--- src/rtl/wb_arbiter_pkg.sv ---
`default_nettype none
// ============================================================================
// Module   : wb_arbiter_pkg
// Brief    : Shared core constants, write-back record type and rd decoder.
// Revision : 1.0
// ============================================================================
package wb_arbiter_pkg;

  localparam int XLEN  = 32;
  localparam int REG_W = 5;
  localparam int NREGS = 1 << REG_W;

  typedef struct packed {
    logic             we;
    logic [REG_W-1:0] rd;
    logic [XLEN-1:0]  data;
  } wb_rec_t;

  // x0 is hard-wired, so it never shows up as a pending hazard.
  function automatic logic [NREGS-1:0] rd_onehot(input logic [REG_W-1:0] rd);
    logic [NREGS-1:0] m;
    m    = {{(NREGS-1){1'b0}}, 1'b1} << rd;
    m[0] = 1'b0;
    return m;
  endfunction

endpackage : wb_arbiter_pkg
`default_nettype wire

--- src/rtl/wb_arbiter_if.sv ---
`default_nettype none
// ============================================================================
// Module   : wb_arbiter_if
// Brief    : ALU/LSU result inputs and register-file write-port bundle.
// Revision : 1.0
// ============================================================================
interface wb_arbiter_if
  import wb_arbiter_pkg::*;
#(
  parameter int XLEN = wb_arbiter_pkg::XLEN
) ();

  logic             alu_valid;
  logic [REG_W-1:0] alu_rd;
  logic [XLEN-1:0]  alu_data;

  logic             lsu_valid;
  logic             lsu_ready;
  logic [REG_W-1:0] lsu_rd;
  logic [XLEN-1:0]  lsu_data;

  logic             rf_we;
  logic [REG_W-1:0] rf_rd;
  logic [XLEN-1:0]  rf_wdata;

  logic             stall_req;
  logic [NREGS-1:0] pending_mask;

  // Arbiter side.
  modport slave (
    input  alu_valid, alu_rd, alu_data,
    input  lsu_valid, lsu_rd, lsu_data,
    output lsu_ready,
    output rf_we, rf_rd, rf_wdata,
    output stall_req, pending_mask
  );

  // Pipeline / memory side.
  modport master (
    output alu_valid, alu_rd, alu_data,
    output lsu_valid, lsu_rd, lsu_data,
    input  lsu_ready,
    input  rf_we, rf_rd, rf_wdata,
    input  stall_req, pending_mask
  );

endinterface : wb_arbiter_if
`default_nettype wire

--- src/rtl/wb_arbiter_fifo.sv ---
`default_nettype none
// ============================================================================
// Module   : wb_fifo
// Brief    : Synchronous FIFO with head peek, count, and per-entry tag view.
// Revision : 1.0
// ============================================================================
module wb_fifo
  import wb_arbiter_pkg::*;
#(
  parameter int WIDTH = 37,
  parameter int TAG_W = 5,
  parameter int DEPTH = 4
) (
  input  logic                        clk,
  input  logic                        rst_n,
  input  logic                        push,
  input  logic [WIDTH-1:0]            push_data,
  input  logic                        pop,
  output logic [WIDTH-1:0]            head,
  output logic [$clog2(DEPTH):0]      count,
  output logic                        full,
  output logic                        empty,
  output logic [DEPTH-1:0][TAG_W-1:0] entry_tag,
  output logic [DEPTH-1:0]            entry_valid
);

  localparam int c_aw = $clog2(DEPTH);

  logic [c_aw:0]                r_wr_ptr;
  logic [c_aw:0]                r_rd_ptr;
  logic [DEPTH-1:0][WIDTH-1:0]  r_mem;
  logic                         w_push;
  logic                         w_pop;

  assign w_push = push && !full;
  assign w_pop  = pop && !empty;

  always_ff @(posedge clk or negedge rst_n) begin
    if (!rst_n) begin
      r_wr_ptr <= '0;
      r_rd_ptr <= '0;
    end else begin
      if (w_push) r_wr_ptr <= r_wr_ptr + 1'b1;
      if (w_pop)  r_rd_ptr <= r_rd_ptr + 1'b1;
    end
  end

  // Payload needs no reset: entries are only observed through entry_valid.
  always_ff @(posedge clk) begin
    if (w_push) r_mem[r_wr_ptr[c_aw-1:0]] <= push_data;
  end

  assign head  = r_mem[r_rd_ptr[c_aw-1:0]];
  assign count = r_wr_ptr - r_rd_ptr;
  assign empty = (r_wr_ptr == r_rd_ptr);
  assign full  = (r_wr_ptr[c_aw] != r_rd_ptr[c_aw]) &&
                 (r_wr_ptr[c_aw-1:0] == r_rd_ptr[c_aw-1:0]);

  // A slot is live when its distance from the read pointer is below count.
  generate
    for (genvar i = 0; i < DEPTH; i++) begin : g_entry
      logic [c_aw-1:0] w_off;
      assign w_off          = c_aw'(i) - r_rd_ptr[c_aw-1:0];
      assign entry_valid[i] = ({1'b0, w_off} < count);
      assign entry_tag[i]   = r_mem[i][TAG_W-1:0];
    end
  endgenerate

endmodule : wb_fifo
`default_nettype wire

--- src/rtl/wb_arbiter.sv ---
`default_nettype none
// ============================================================================
// Module   : wb_arbiter
// Brief    : Register-file write-back arbiter, ALU priority over buffered LSU
//            results. Optional macro WB_BYPASS_EN: LSU result skips empty FIFO.
// Revision : 1.0
// ============================================================================
module wb_arbiter
  import wb_arbiter_pkg::*;
#(
  parameter int XLEN       = wb_arbiter_pkg::XLEN,
  parameter int DEPTH      = 4,
  parameter int STARVE_MAX = 8
) (
  input  logic         clk,
  input  logic         rst_n,
  input  logic         en,
  wb_arbiter_if.slave  bus
);

  localparam int              c_aw         = $clog2(DEPTH);
  localparam int              c_fw         = XLEN + REG_W;
  localparam int              c_sw         = $clog2(STARVE_MAX + 1);
  localparam logic [c_sw-1:0] c_starve_max = c_sw'(STARVE_MAX);
  localparam logic [c_sw-1:0] c_starve_pre = c_sw'(STARVE_MAX - 1);

  logic                        w_full;
  logic                        w_empty;
  logic                        w_nonempty;
  logic                        w_lsu_fire;
  logic                        w_bypass;
  logic                        w_push;
  logic                        w_pop;
  logic                        w_starved;
  logic [c_fw-1:0]             w_head;
  logic [REG_W-1:0]            w_head_rd;
  logic [XLEN-1:0]             w_head_data;
  logic [c_aw:0]               w_count;
  logic [DEPTH-1:0][REG_W-1:0] w_tags;
  logic [DEPTH-1:0]            w_tag_valid;

  logic                        w_nxt_we;
  logic [REG_W-1:0]            w_nxt_rd;
  logic [XLEN-1:0]             w_nxt_data;
  logic                        r_we;
  logic [REG_W-1:0]            r_rd;
  logic [XLEN-1:0]             r_wdata;

  logic [c_sw-1:0]             r_starve;
  logic                        r_stall;
  logic [NREGS-1:0]            w_mask;

  // Memory responses are never stalled, so acceptance ignores en.
  assign w_lsu_fire = bus.lsu_valid && !w_full;

`ifdef WB_BYPASS_EN
  assign w_bypass = en && w_empty && !bus.alu_valid && w_lsu_fire;
`else
  assign w_bypass = 1'b0;
`endif

  assign w_push      = w_lsu_fire && !w_bypass;
  assign w_nonempty  = (w_count != '0);
  assign w_pop       = en && !bus.alu_valid && w_nonempty;
  assign w_head_rd   = w_head[REG_W-1:0];
  assign w_head_data = w_head[c_fw-1:REG_W];

  wb_fifo #(
    .WIDTH (c_fw),
    .TAG_W (REG_W),
    .DEPTH (DEPTH)
  ) u_fifo (
    .clk         (clk),
    .rst_n       (rst_n),
    .push        (w_push),
    .push_data   ({bus.lsu_data, bus.lsu_rd}),
    .pop         (w_pop),
    .head        (w_head),
    .count       (w_count),
    .full        (w_full),
    .empty       (w_empty),
    .entry_tag   (w_tags),
    .entry_valid (w_tag_valid)
  );

  always_comb begin
    w_nxt_we   = r_we;
    w_nxt_rd   = r_rd;
    w_nxt_data = r_wdata;
    if (en) begin
      if (bus.alu_valid) begin
        w_nxt_we   = (bus.alu_rd != '0);
        w_nxt_rd   = bus.alu_rd;
        w_nxt_data = bus.alu_data;
      end else if (w_nonempty) begin
        w_nxt_we   = (w_head_rd != '0);
        w_nxt_rd   = w_head_rd;
        w_nxt_data = w_head_data;
      end else if (w_bypass) begin
        w_nxt_we   = (bus.lsu_rd != '0);
        w_nxt_rd   = bus.lsu_rd;
        w_nxt_data = bus.lsu_data;
      end else begin
        w_nxt_we   = 1'b0;
      end
    end
  end

  always_ff @(posedge clk or negedge rst_n) begin
    if (!rst_n) begin
      r_we    <= 1'b0;
      r_rd    <= '0;
      r_wdata <= '0;
    end else begin
      r_we    <= w_nxt_we;
      r_rd    <= w_nxt_rd;
      r_wdata <= w_nxt_data;
    end
  end

  assign w_starved = en && w_nonempty && !w_pop;

  // The counter saturates; stall rises on the same edge it reaches the limit.
  always_ff @(posedge clk or negedge rst_n) begin
    if (!rst_n) begin
      r_starve <= '0;
      r_stall  <= 1'b0;
    end else begin
      if (w_empty || w_pop) begin
        r_starve <= '0;
      end else if (w_starved && (r_starve != c_starve_max)) begin
        r_starve <= r_starve + 1'b1;
      end

      if (w_pop) begin
        r_stall <= 1'b0;
      end else if (w_starved && (r_starve == c_starve_pre)) begin
        r_stall <= 1'b1;
      end
    end
  end

  always_comb begin
    w_mask = '0;
    for (int i = 0; i < DEPTH; i++) begin
      if (w_tag_valid[i]) w_mask = w_mask | rd_onehot(w_tags[i]);
    end
    if (r_we) w_mask = w_mask | rd_onehot(r_rd);
  end

  assign bus.lsu_ready    = !w_full;
  assign bus.rf_we        = r_we;
  assign bus.rf_rd        = r_rd;
  assign bus.rf_wdata     = r_wdata;
  assign bus.stall_req    = r_stall;
  assign bus.pending_mask = w_mask;

endmodule : wb_arbiter
`default_nettype wire
--- src/flat_wrapper.sv ---
// flat-port wrapper written by rule: the top's interface ports become plain ports
module wb_arbiter_flat import wb_arbiter_pkg::*;
#(
  parameter int XLEN       = wb_arbiter_pkg::XLEN,
  parameter int DEPTH      = 4,
  parameter int STARVE_MAX = 8
)
  (clk, rst_n, en, bus_alu_valid, bus_alu_rd, bus_alu_data, bus_lsu_valid, bus_lsu_rd, bus_lsu_data, bus_lsu_ready, bus_rf_we, bus_rf_rd, bus_rf_wdata, bus_stall_req, bus_pending_mask);
  wb_arbiter_if #(.XLEN(XLEN)) bus_i ();
  input  logic clk;
  input  logic rst_n;
  input  logic en;
  input wire logic [$bits(bus_i.alu_valid)-1:0] bus_alu_valid;
  input wire logic [$bits(bus_i.alu_rd)-1:0] bus_alu_rd;
  input wire logic [$bits(bus_i.alu_data)-1:0] bus_alu_data;
  input wire logic [$bits(bus_i.lsu_valid)-1:0] bus_lsu_valid;
  input wire logic [$bits(bus_i.lsu_rd)-1:0] bus_lsu_rd;
  input wire logic [$bits(bus_i.lsu_data)-1:0] bus_lsu_data;
  output wire logic [$bits(bus_i.lsu_ready)-1:0] bus_lsu_ready;
  output wire logic [$bits(bus_i.rf_we)-1:0] bus_rf_we;
  output wire logic [$bits(bus_i.rf_rd)-1:0] bus_rf_rd;
  output wire logic [$bits(bus_i.rf_wdata)-1:0] bus_rf_wdata;
  output wire logic [$bits(bus_i.stall_req)-1:0] bus_stall_req;
  output wire logic [$bits(bus_i.pending_mask)-1:0] bus_pending_mask;
  assign bus_i.alu_valid = bus_alu_valid;
  assign bus_i.alu_rd = bus_alu_rd;
  assign bus_i.alu_data = bus_alu_data;
  assign bus_i.lsu_valid = bus_lsu_valid;
  assign bus_i.lsu_rd = bus_lsu_rd;
  assign bus_i.lsu_data = bus_lsu_data;
  assign bus_lsu_ready = bus_i.lsu_ready;
  assign bus_rf_we = bus_i.rf_we;
  assign bus_rf_rd = bus_i.rf_rd;
  assign bus_rf_wdata = bus_i.rf_wdata;
  assign bus_stall_req = bus_i.stall_req;
  assign bus_pending_mask = bus_i.pending_mask;
  wb_arbiter #(.XLEN(XLEN), .DEPTH(DEPTH), .STARVE_MAX(STARVE_MAX)) u_core (.clk(clk), .rst_n(rst_n), .en(en), .bus(bus_i));
endmodule
--- config.mk ---
export PLATFORM = sky130hd
export DESIGN_NAME = wb_arbiter_flat
export DESIGN_NICKNAME = d
export VERILOG_FILES = /design/src/rtl/wb_arbiter_pkg.sv /design/src/rtl/wb_arbiter_if.sv /design/src/rtl/wb_arbiter_fifo.sv /design/src/rtl/wb_arbiter.sv /design/src/flat_wrapper.sv
export SDC_FILE = /design/constraint.sdc
export NUM_CORES = 1
export LEC_CHECK = 0
export CAP_MARGIN = 20
export CORE_MARGIN = 4
export CORE_UTILIZATION = 36
export DETAILED_ROUTE_END_ITERATION = 12
export SLEW_MARGIN = 20
export SYNTH_ARGS = -nofsm -noshare
export SYNTH_HDL_FRONTEND = slang
export SYNTH_SLANG_ARGS = --single-unit
--- constraint.sdc ---
create_clock -name clk -period 5.5 [get_ports clk]
set_input_delay 1.375 -clock clk [delete_from_list [all_inputs] [get_ports clk]]
set_output_delay 1.375 -clock clk [all_outputs]
set_load 0.01 [all_outputs]
# --- Word level (Yosys, flattened, before mapping) ---
# Index checks and enable logic that the tools add are counted.
totals:
  register_bits: 197
  input_bits: 79
  out_inout_bits: 72
  elab_cells: 83
classes:
  addsub: 8
  n_lt_le_gt_ge: 7
  eq_ne: 5
  n_shift: 5
  n_mux: 20
  bitwise_logic: 4
  reduce_logical: 23
ops:
  columns: ["cell", "n"]
  rows:
  - ["32-bit 2-to-1 mux", 7]
  - ["1-bit by 5-bit << shifter with 32-bit output (first input constant)", 5]
  - ["148-bit bitwise mux", 1]
  - ["32-bit OR", 4]
  - ["37-bit binary-select mux with 2-bit select", 1]
  - ["37-bit demux with 2-bit select", 1]
  - ["37-bit 2-to-1 mux", 2]
  - ["2-bit by 3-bit < comparator with 1-bit output", 4]
  - ["1-bit logical AND", 11]
  - ["5-bit 2-to-1 mux", 2]
  - ["5-bit nonzero test", 2]
  - ["4-bit 2-to-1 mux", 2]
  - ["3-bit by 1-bit adder with 3-bit output (second input constant)", 2]
  - ["2-bit by 3-bit < comparator with 1-bit output (second input constant)", 2]
  - ["2-bit nonzero test", 3]
  - ["4-bit by 1-bit adder with 4-bit output (second input constant)", 1]
  - ["4-bit by 3-bit == test with 1-bit output (second input constant)", 1]
  - ["1-bit zero test", 4]
  - ["1-bit 2-to-1 mux", 4]
  - ["4-bit inequality test (second input constant)", 1]
  - ["1-bit by 2-bit subtractor with 2-bit output (first input constant)", 2]
  - ["2-bit subtractor (first input constant)", 2]
  - ["3-bit == test", 1]
  - ["3-bit nonzero test", 1]
  - ["other kinds (6)", 6]

# --- Longest topological paths before layout ---
logic_depth:
  ltp_word: 11
  mapped_depth: 11
  mapped_depth_nobuf: 10

# --- Modules after synthesis ---
# From an unflattened synthesis, not the netlist that was laid out.
unflattened:
  cells_unflattened: 689
  area_unflattened_um2: 9589.2
by_module_without_submodules:
  columns: ["mod", "instances", "cells_each", "area_per_inst_um2", "seq_area_each_um2"]
  rows:
  - ["wb_fifo", 1, 276, 6063.3, 4594.4]
  - ["wb_arbiter", 1, 413, 3525.9, 1076.0]

# --- Worst setup path before layout ---
# OpenSTA, ideal clock, no wires.
synth_timing:
  path_type: "flip-flop to output port"
  startpoint: "reg u_core.u_fifo.r_rd_ptr[1]"
  endpoint: "out bus_pending_mask[26]"
  arrival_time_ns: 2.979
  t_required_ns: 4.125
  setup_slack_ns: 1.146
  stages_incl_launch_ff: 11
  path_buffers: 2
  path_cell_list: "dfrtp_1 buf_2 buf_1 inv_1 fa_1 inv_1 ha_1 o21bai_1 a211oi_1 a32oi_1 o2111ai_1"
synth_between:
  elab_chain_cells: 11
  word_cells_on_any_way: 18
  cone_classes: "5 x add/sub; 4 x order compare; 5 x mux; 4 x bitwise"
synth_rtl:
  columns: ["element", "line_no", "source"]
  rows:
  - ["from (decl)", "wb_arbiter_fifo.sv:30", "logic [c_aw:0] r_rd_ptr;"]
  - ["from (signal assigned)", "wb_arbiter_fifo.sv:44", "if (w_pop) r_rd_ptr <= r_rd_ptr + 1'b1;"]
  - ["3-bit subtractor or 1-bit by 2-bit subtractor with 2-bit output (tied branches)", "wb_arbiter_fifo.sv:54, wb_arbiter_fifo.sv:63", null]
  - ["2-bit by 3-bit < comparator with 1-bit output", "wb_arbiter_fifo.sv:64", "assign entry_valid[i] = ({1'b0, w_off} < count);"]
  - ["32-bit 2-to-1 mux", "wb_arbiter.sv:146", "if (w_tag_valid[i]) w_mask = w_mask | rd_onehot(w_tags[i]);"]
  - ["32-bit OR", "wb_arbiter.sv:146", null]
  - ["32-bit 2-to-1 mux", "wb_arbiter.sv:146", null]
  - ["32-bit OR", "wb_arbiter.sv:146", null]
  - ["32-bit 2-to-1 mux", "wb_arbiter.sv:146", null]
  - ["32-bit OR", "wb_arbiter.sv:146", null]
  - ["32-bit 2-to-1 mux *", "wb_arbiter.sv:146", null]
  - ["32-bit OR", "wb_arbiter.sv:148", "if (r_we) w_mask = w_mask | rd_onehot(r_rd);"]
  - ["32-bit 2-to-1 mux *", "wb_arbiter.sv:148", null]
  - ["to (decl)", "flat_wrapper.sv:24", "output wire logic [$bits(bus_i.pending_mask)-1:0] bus_pending_mask;"]
# Mark *: on every way between the ends. The rest lies on a longest branch, timed or not.

# --- Worst setup path after layout ---
layout_timing:
  startpoint: "reg u_core.u_fifo.r_wr_ptr[0]"
  endpoint: "out bus_pending_mask[8]"
layout_between:
  elab_chain_cells: 11
  word_cells_on_any_way: 14
  cone_classes: "1 x add/sub; 4 x order compare; 5 x mux; 4 x bitwise"
layout_rtl:
  columns: ["element", "line_no", "source"]
  rows:
  - ["from (decl)", "wb_arbiter_fifo.sv:29", "logic [c_aw:0] r_wr_ptr;"]
  - ["from (signal assigned)", "wb_arbiter_fifo.sv:43", "if (w_push) r_wr_ptr <= r_wr_ptr + 1'b1;"]
  - ["3-bit subtractor *", "wb_arbiter_fifo.sv:54", "assign count = r_wr_ptr - r_rd_ptr;"]
  - ["2-bit by 3-bit < comparator with 1-bit output", "wb_arbiter_fifo.sv:64", null]
  - ["32-bit 2-to-1 mux", "wb_arbiter.sv:146", null]
  - ["32-bit OR", "wb_arbiter.sv:146", null]
  - ["32-bit 2-to-1 mux", "wb_arbiter.sv:146", null]
  - ["32-bit OR", "wb_arbiter.sv:146", null]
  - ["32-bit 2-to-1 mux", "wb_arbiter.sv:146", null]
  - ["32-bit OR", "wb_arbiter.sv:146", null]
  - ["32-bit 2-to-1 mux *", "wb_arbiter.sv:146", null]
  - ["32-bit OR", "wb_arbiter.sv:148", null]
  - ["32-bit 2-to-1 mux *", "wb_arbiter.sv:148", null]
# Marked as above.

==> reports/metrics.sh <==
CRITICAL_PATH.TOP_DELAY_FAMILY='buffers and inverters'
YS_WARN_COUNT=0
TOTALPOWERFINAL_mW=6.79
ROOT_BUFFER='sky130_fd_sc_hd__clkbuf_16'
FINALWIRELENGTH_MM=26.5
PATH_COMMON_CELL='sky130_fd_sc_hd__inv_1'
CLKSINKCOUNT=197
CTS_POST_SETUP_BUFFERS_INSERTED=0
AREAGROWTHSYNTHTOFINISH_PCT=24.9
FINALWORSTPATHREQUIREDPERIOD_PS=5280
LEVELS_ON_CRIT_PATH=12
PLACE_HPWL_MM=18.5
PIN_COUNT=151
LARGEST_NET_DEGREE_AT_THE_START_OF_GLOBAL_ROUTING=55
TIMING.HOLD.WORST.CLASS='flip-flop to flip-flop'
OUTCOME='finished clean'
WORST-PATH-BUF-INV=5
CPPEAKSTAGEDELAY_PS=630
NUM-NETS-FINAL=971
FINAL_UTIL_PCT=45.8
TIMING.CRITICAL_PATH.FANOUT_MAX=9
DR_ITER_0_VIOLS=850
TRITONCTS.NUM_BUFFERS=17
TIGHTEST_SLEW_PS=1070
SYNTH_FLOP_CELL='sky130_fd_sc_hd__edfxtp_1'
NUMBER_OF_ANTENNA_VIOLATIONS_AT_THE_FIRST_CHECK_IN_GLOBAL_ROUTING=4
MAXSLEWVIOLCOUNT=0
SYNTH_EDF_COUNT=148
SETUP.WORST_PATH.CLASS='flip-flop to output port'
LEAKAGE_nW=4.23
MULTI_INPUT_COMB_AREA_MM2=0.00367
YS_FF_LATCH=197
PLACED_AREA_MM2=0.0114
NETLIST-CELL-TYPE-COUNT=56
WORST_VDD_RAIL_IR_DROP_uV=413
CTS_BUFFER_DEPTH=2
CP-START-KIND='flip-flop'
R2R-END='u_core.bus.rf_wdata[15]'
CTS.REPORTEDPATHS.CLKPINSLEW_PS=80
POST_SYNTH_INST_COUNT=741
GRT_PASS1_VIAS=6856
ENDPOINT='bus_pending_mask[8]'
STORAGE_ELEMENT_AREA_MM2=0.00567
FP.DIEH_UM=171
CRIT_PATH_TOP_DELAY_CELL='sky130_fd_sc_hd__a21oi_1'
INITIAL_UTILIZATION_PCT=36.7
CTS_HOLD_BUFFERS=0
INSERTEDDIODECOUNT=0
TIMING.HOLD.WORST.START='u_core.bus.rf_wdata[12]'
MIN_PERIOD_OVER_PERIOD_PCT=96.0
FIN_TNS_SETUP_PS=0
DIE_AREA_MM2=0.0294
FINAL-SETUP-VIOL-COUNT=0
CTS_RESIZED=0
GRT.OVERFLOW.TOTAL=0
FIN_WORST_SKEW_PS=12.9
MAX_CLOCK_FREQ_MHz=189
VIASPERCELL=5.59
GP_ROUTABILITY_CONGESTION=0.967
CORE_REGION_AREA_MM2=0.0262
POWERDENSITY_mW_PER_MM2=566
TRACK_USAGE_PCT=18.0
FP-ROW-COUNT=59
FILLERS=2343
R2R.WORST_PATH.CELLS=8
ROUTED_WIRE_LENGTH_PER_INSTANCE_UM=21.6
SETUP_WS_PS=219
SETUP_REPAIR_AFTER_GLOBAL_ROUTING_MISSED_ITS_MARGIN='false'
PRECTSSETUPSLACK_PS=659
PORTBUFFERS=149
MAX_CAP_VIOLS=0
WORSTREG2REGSTART='u_core.u_fifo.r_wr_ptr[0]'
DETAIL_ROUTE.FIRST_PASS.ITERATIONS=6
DRT.ANTENNA.VIOLATING_NETS=0
CLOCK_INSERTION_DELAY_WORST_SKEW_PS=430
FIRST_PASS_GRT_WIRE_LENGTH_MM=40.5
WORST_HOLD_PATH.NUM_CELLS=2
POSTSYNTHAREAPERCELL_UM2=13.0
SYNTH_ASYNC_SR_FLOP_SHARE_PCT=24.9
WORST_EP_ARRIVAL_TIME_PS=3910
DIE_W_UM=171
CTS_HTREE_LEVELS=4
FIN_AREA_MM2=0.0120
VIAS=6844
CRITICAL_PATH.CELL_CHAIN='inv_1, ha_1, inv_1, fa_1, inv_1, ha_1, o21bai_1, buf_4, a21oi_1, a21oi_1, nand4_1, clkdlybuf4s50_1'
TIMING_HOLD_VIOLATIONS_FINAL=0
REGTOREGSETUPSLACK_PS=2110
DRIVE_ABOVE_1_SHARE_PCT=12.2
POST-ROUTE-DRC-COUNT=0
END_KIND='output port'
YS_SEQ_AREA_SHARE_PCT=59.0
CTS_TREE='done'
SLEW-LIMIT-HEADROOM_PCT=28.6
SYNTHESIS.NETS=835
WORSTPATHREQUIRED_PS=4120
SETUP.WORST_PATH.START='u_core.u_fifo.r_wr_ptr[0]'
POST_SYNTH_INSTANCE_AREA_MM2=0.00962
## worst min-delay path by stage
stage | slack (ps) | endpoint
after floorplan | 510 | u_core.bus.rf_wdata[10]
after global placement | 470 | u_core.bus.rf_wdata[12]
after detailed placement | 470 | u_core.bus.rf_wdata[12]
after CTS | 490 | u_core.bus.rf_wdata[8]
after global routing | 510 | u_core.bus.rf_wdata[13]
final | 490 | u_core.bus.rf_wdata[12]
## layout by cell type, fill, tap and decap left out, types with 9 or more instances in the layout
| cell type | synthesis | layout |
|---|---|---|
| sky130_fd_sc_hd__o21ai_1 | 23 | 24 |
| sky130_fd_sc_hd__inv_1 | 13 | 13 |
| sky130_fd_sc_hd__a31oi_1 | 23 | 23 |
| sky130_fd_sc_hd__nand3_1 | 50 | 50 |
| sky130_fd_sc_hd__mux2i_1 | 39 | 39 |
| sky130_fd_sc_hd__buf_4 | 7 | 18 |
| sky130_fd_sc_hd__clkdlybuf4s50_1 | 0 | 147 |
| sky130_fd_sc_hd__a21oi_1 | 12 | 12 |
| sky130_fd_sc_hd__nor2_1 | 43 | 43 |
| sky130_fd_sc_hd__edfxtp_1 | 148 | 148 |
| sky130_fd_sc_hd__nand3b_1 | 10 | 10 |
| sky130_fd_sc_hd__nor3_1 | 10 | 10 |
| sky130_fd_sc_hd__o21ai_0 | 23 | 22 |
| sky130_fd_sc_hd__o2111ai_1 | 13 | 13 |
| sky130_fd_sc_hd__nor2b_1 | 14 | 14 |
| sky130_fd_sc_hd__clkbuf_16 | 0 | 17 |
| sky130_fd_sc_hd__nand2_1 | 67 | 67 |
| sky130_fd_sc_hd__nor3b_1 | 9 | 9 |
| sky130_fd_sc_hd__nand4_1 | 19 | 19 |
| sky130_fd_sc_hd__mux4_2 | 37 | 37 |
| sky130_fd_sc_hd__ha_1 | 14 | 14 |
| sky130_fd_sc_hd__dfrtp_1 | 49 | 47 |
## flip-flops by register name (all words and copies together) (netlist names)
name,count
u_core.bus.rf_rd,5
u_core.bus.rf_wdata,32
u_core.bus.rf_we,1
u_core.bus.stall_req,1
u_core.r_starve,4
u_core.u_fifo.entry_tag,20
u_core.u_fifo.r_mem,128
u_core.u_fifo.r_rd_ptr,3
u_core.u_fifo.r_wr_ptr,3
## kinds of logic (layout without fill, tap and decap cells)
| logic type | after synthesis | in the layout | share of synthesized area (%) |
|---|---|---|---|
| AO/OA/AOI/OAI | 114 | 114 | 7.60 |
| flip-flops | 197 | 197 | 59.0 |
| adder cells (fa/ha/maj) | 15 | 15 | 2.03 |
| AND/OR/NAND/NOR | 267 | 267 | 14.6 |
| other | 1 | 1 | 0.0390 |
| XOR/XNOR | 8 | 8 | 1.04 |
| multiplexers | 76 | 76 | 12.7 |
| buffers and inverters | 63 | 212 | 2.99 |
## power by group
part	total [mW]	internal [mW]	switching (mW)
Clock	1.20	0.610	0.593
Sequential	2.32	2.05	0.269
Combinational	3.28	1.40	1.88
## worst register-to-register path: cells and delay by family, from the launching register on
kind	cells	cell delay, ps
AO/OA/AOI/OAI	2	940
buffers and inverters	3	800
adder cells (fa/ha/maj)	2	600
XOR/XNOR	1	500
flip-flops	1	420
## layer usage
layer  global-route usage [%]  up-vias  share of wire, %
li1                         -     3124                 -
met5                        0        -              0.17
met1                     24.0     3284                42
met4                     7.68        8               3.9
met3                     4.73       80               9.2
met2                     28.0      348                45
## layout make-up
| type | instances | area share (%) |
|---|---|---|
| clock inverter | 14 | 1.29 |
| clock buffer | 18 | 3.57 |
| multi-input combinational | 481 | 30.6 |
| timing repair buffer | 167 | 13.5 |
| inverter | 13 | 0.406 |
| tap | 335 | 3.49 |
| sequential | 197 | 47.2 |
## stage by stage
stage / hold WS, ps / std cells
final: 487 / 1225
after global routing: 513 / 1225
after CTS: 493 / 1225
after detailed placement: 474 / 1193
after global placement: 466 / 1193
after floorplan: 511 / 741
## Yosys cell counts, types with 7 or more instances
library cell / count / area share (%)
sky130_fd_sc_hd__edfxtp_1: 148 / 46
sky130_fd_sc_hd__nand2_1: 67 / 2.6
sky130_fd_sc_hd__nand3_1: 50 / 2.6
sky130_fd_sc_hd__dfrtp_1: 49 / 13
sky130_fd_sc_hd__nor2_1: 43 / 1.7
sky130_fd_sc_hd__mux2i_1: 39 / 4.1
sky130_fd_sc_hd__mux4_2: 37 / 8.7
sky130_fd_sc_hd__a31oi_1: 23 / 1.5
sky130_fd_sc_hd__o21ai_0: 23 / 1.2
sky130_fd_sc_hd__o21ai_1: 23 / 1.2
sky130_fd_sc_hd__clkbuf_1: 22 / 0.86
sky130_fd_sc_hd__nand4_1: 19 / 1.2
sky130_fd_sc_hd__buf_2: 14 / 0.73
sky130_fd_sc_hd__ha_1: 14 / 1.8
sky130_fd_sc_hd__nor2b_1: 14 / 0.91
sky130_fd_sc_hd__inv_1: 13 / 0.51
sky130_fd_sc_hd__o2111ai_1: 13 / 1.2
sky130_fd_sc_hd__a21oi_1: 12 / 0.62
sky130_fd_sc_hd__nand3b_1: 10 / 0.78
sky130_fd_sc_hd__nor3_1: 10 / 0.52
sky130_fd_sc_hd__nor3b_1: 9 / 0.70
sky130_fd_sc_hd__and2_1: 7 / 0.46
sky130_fd_sc_hd__buf_4: 7 / 0.55
sky130_fd_sc_hd__or3b_2: 7 / 0.64
Note: power is estimated with default switching activity, not from simulation.
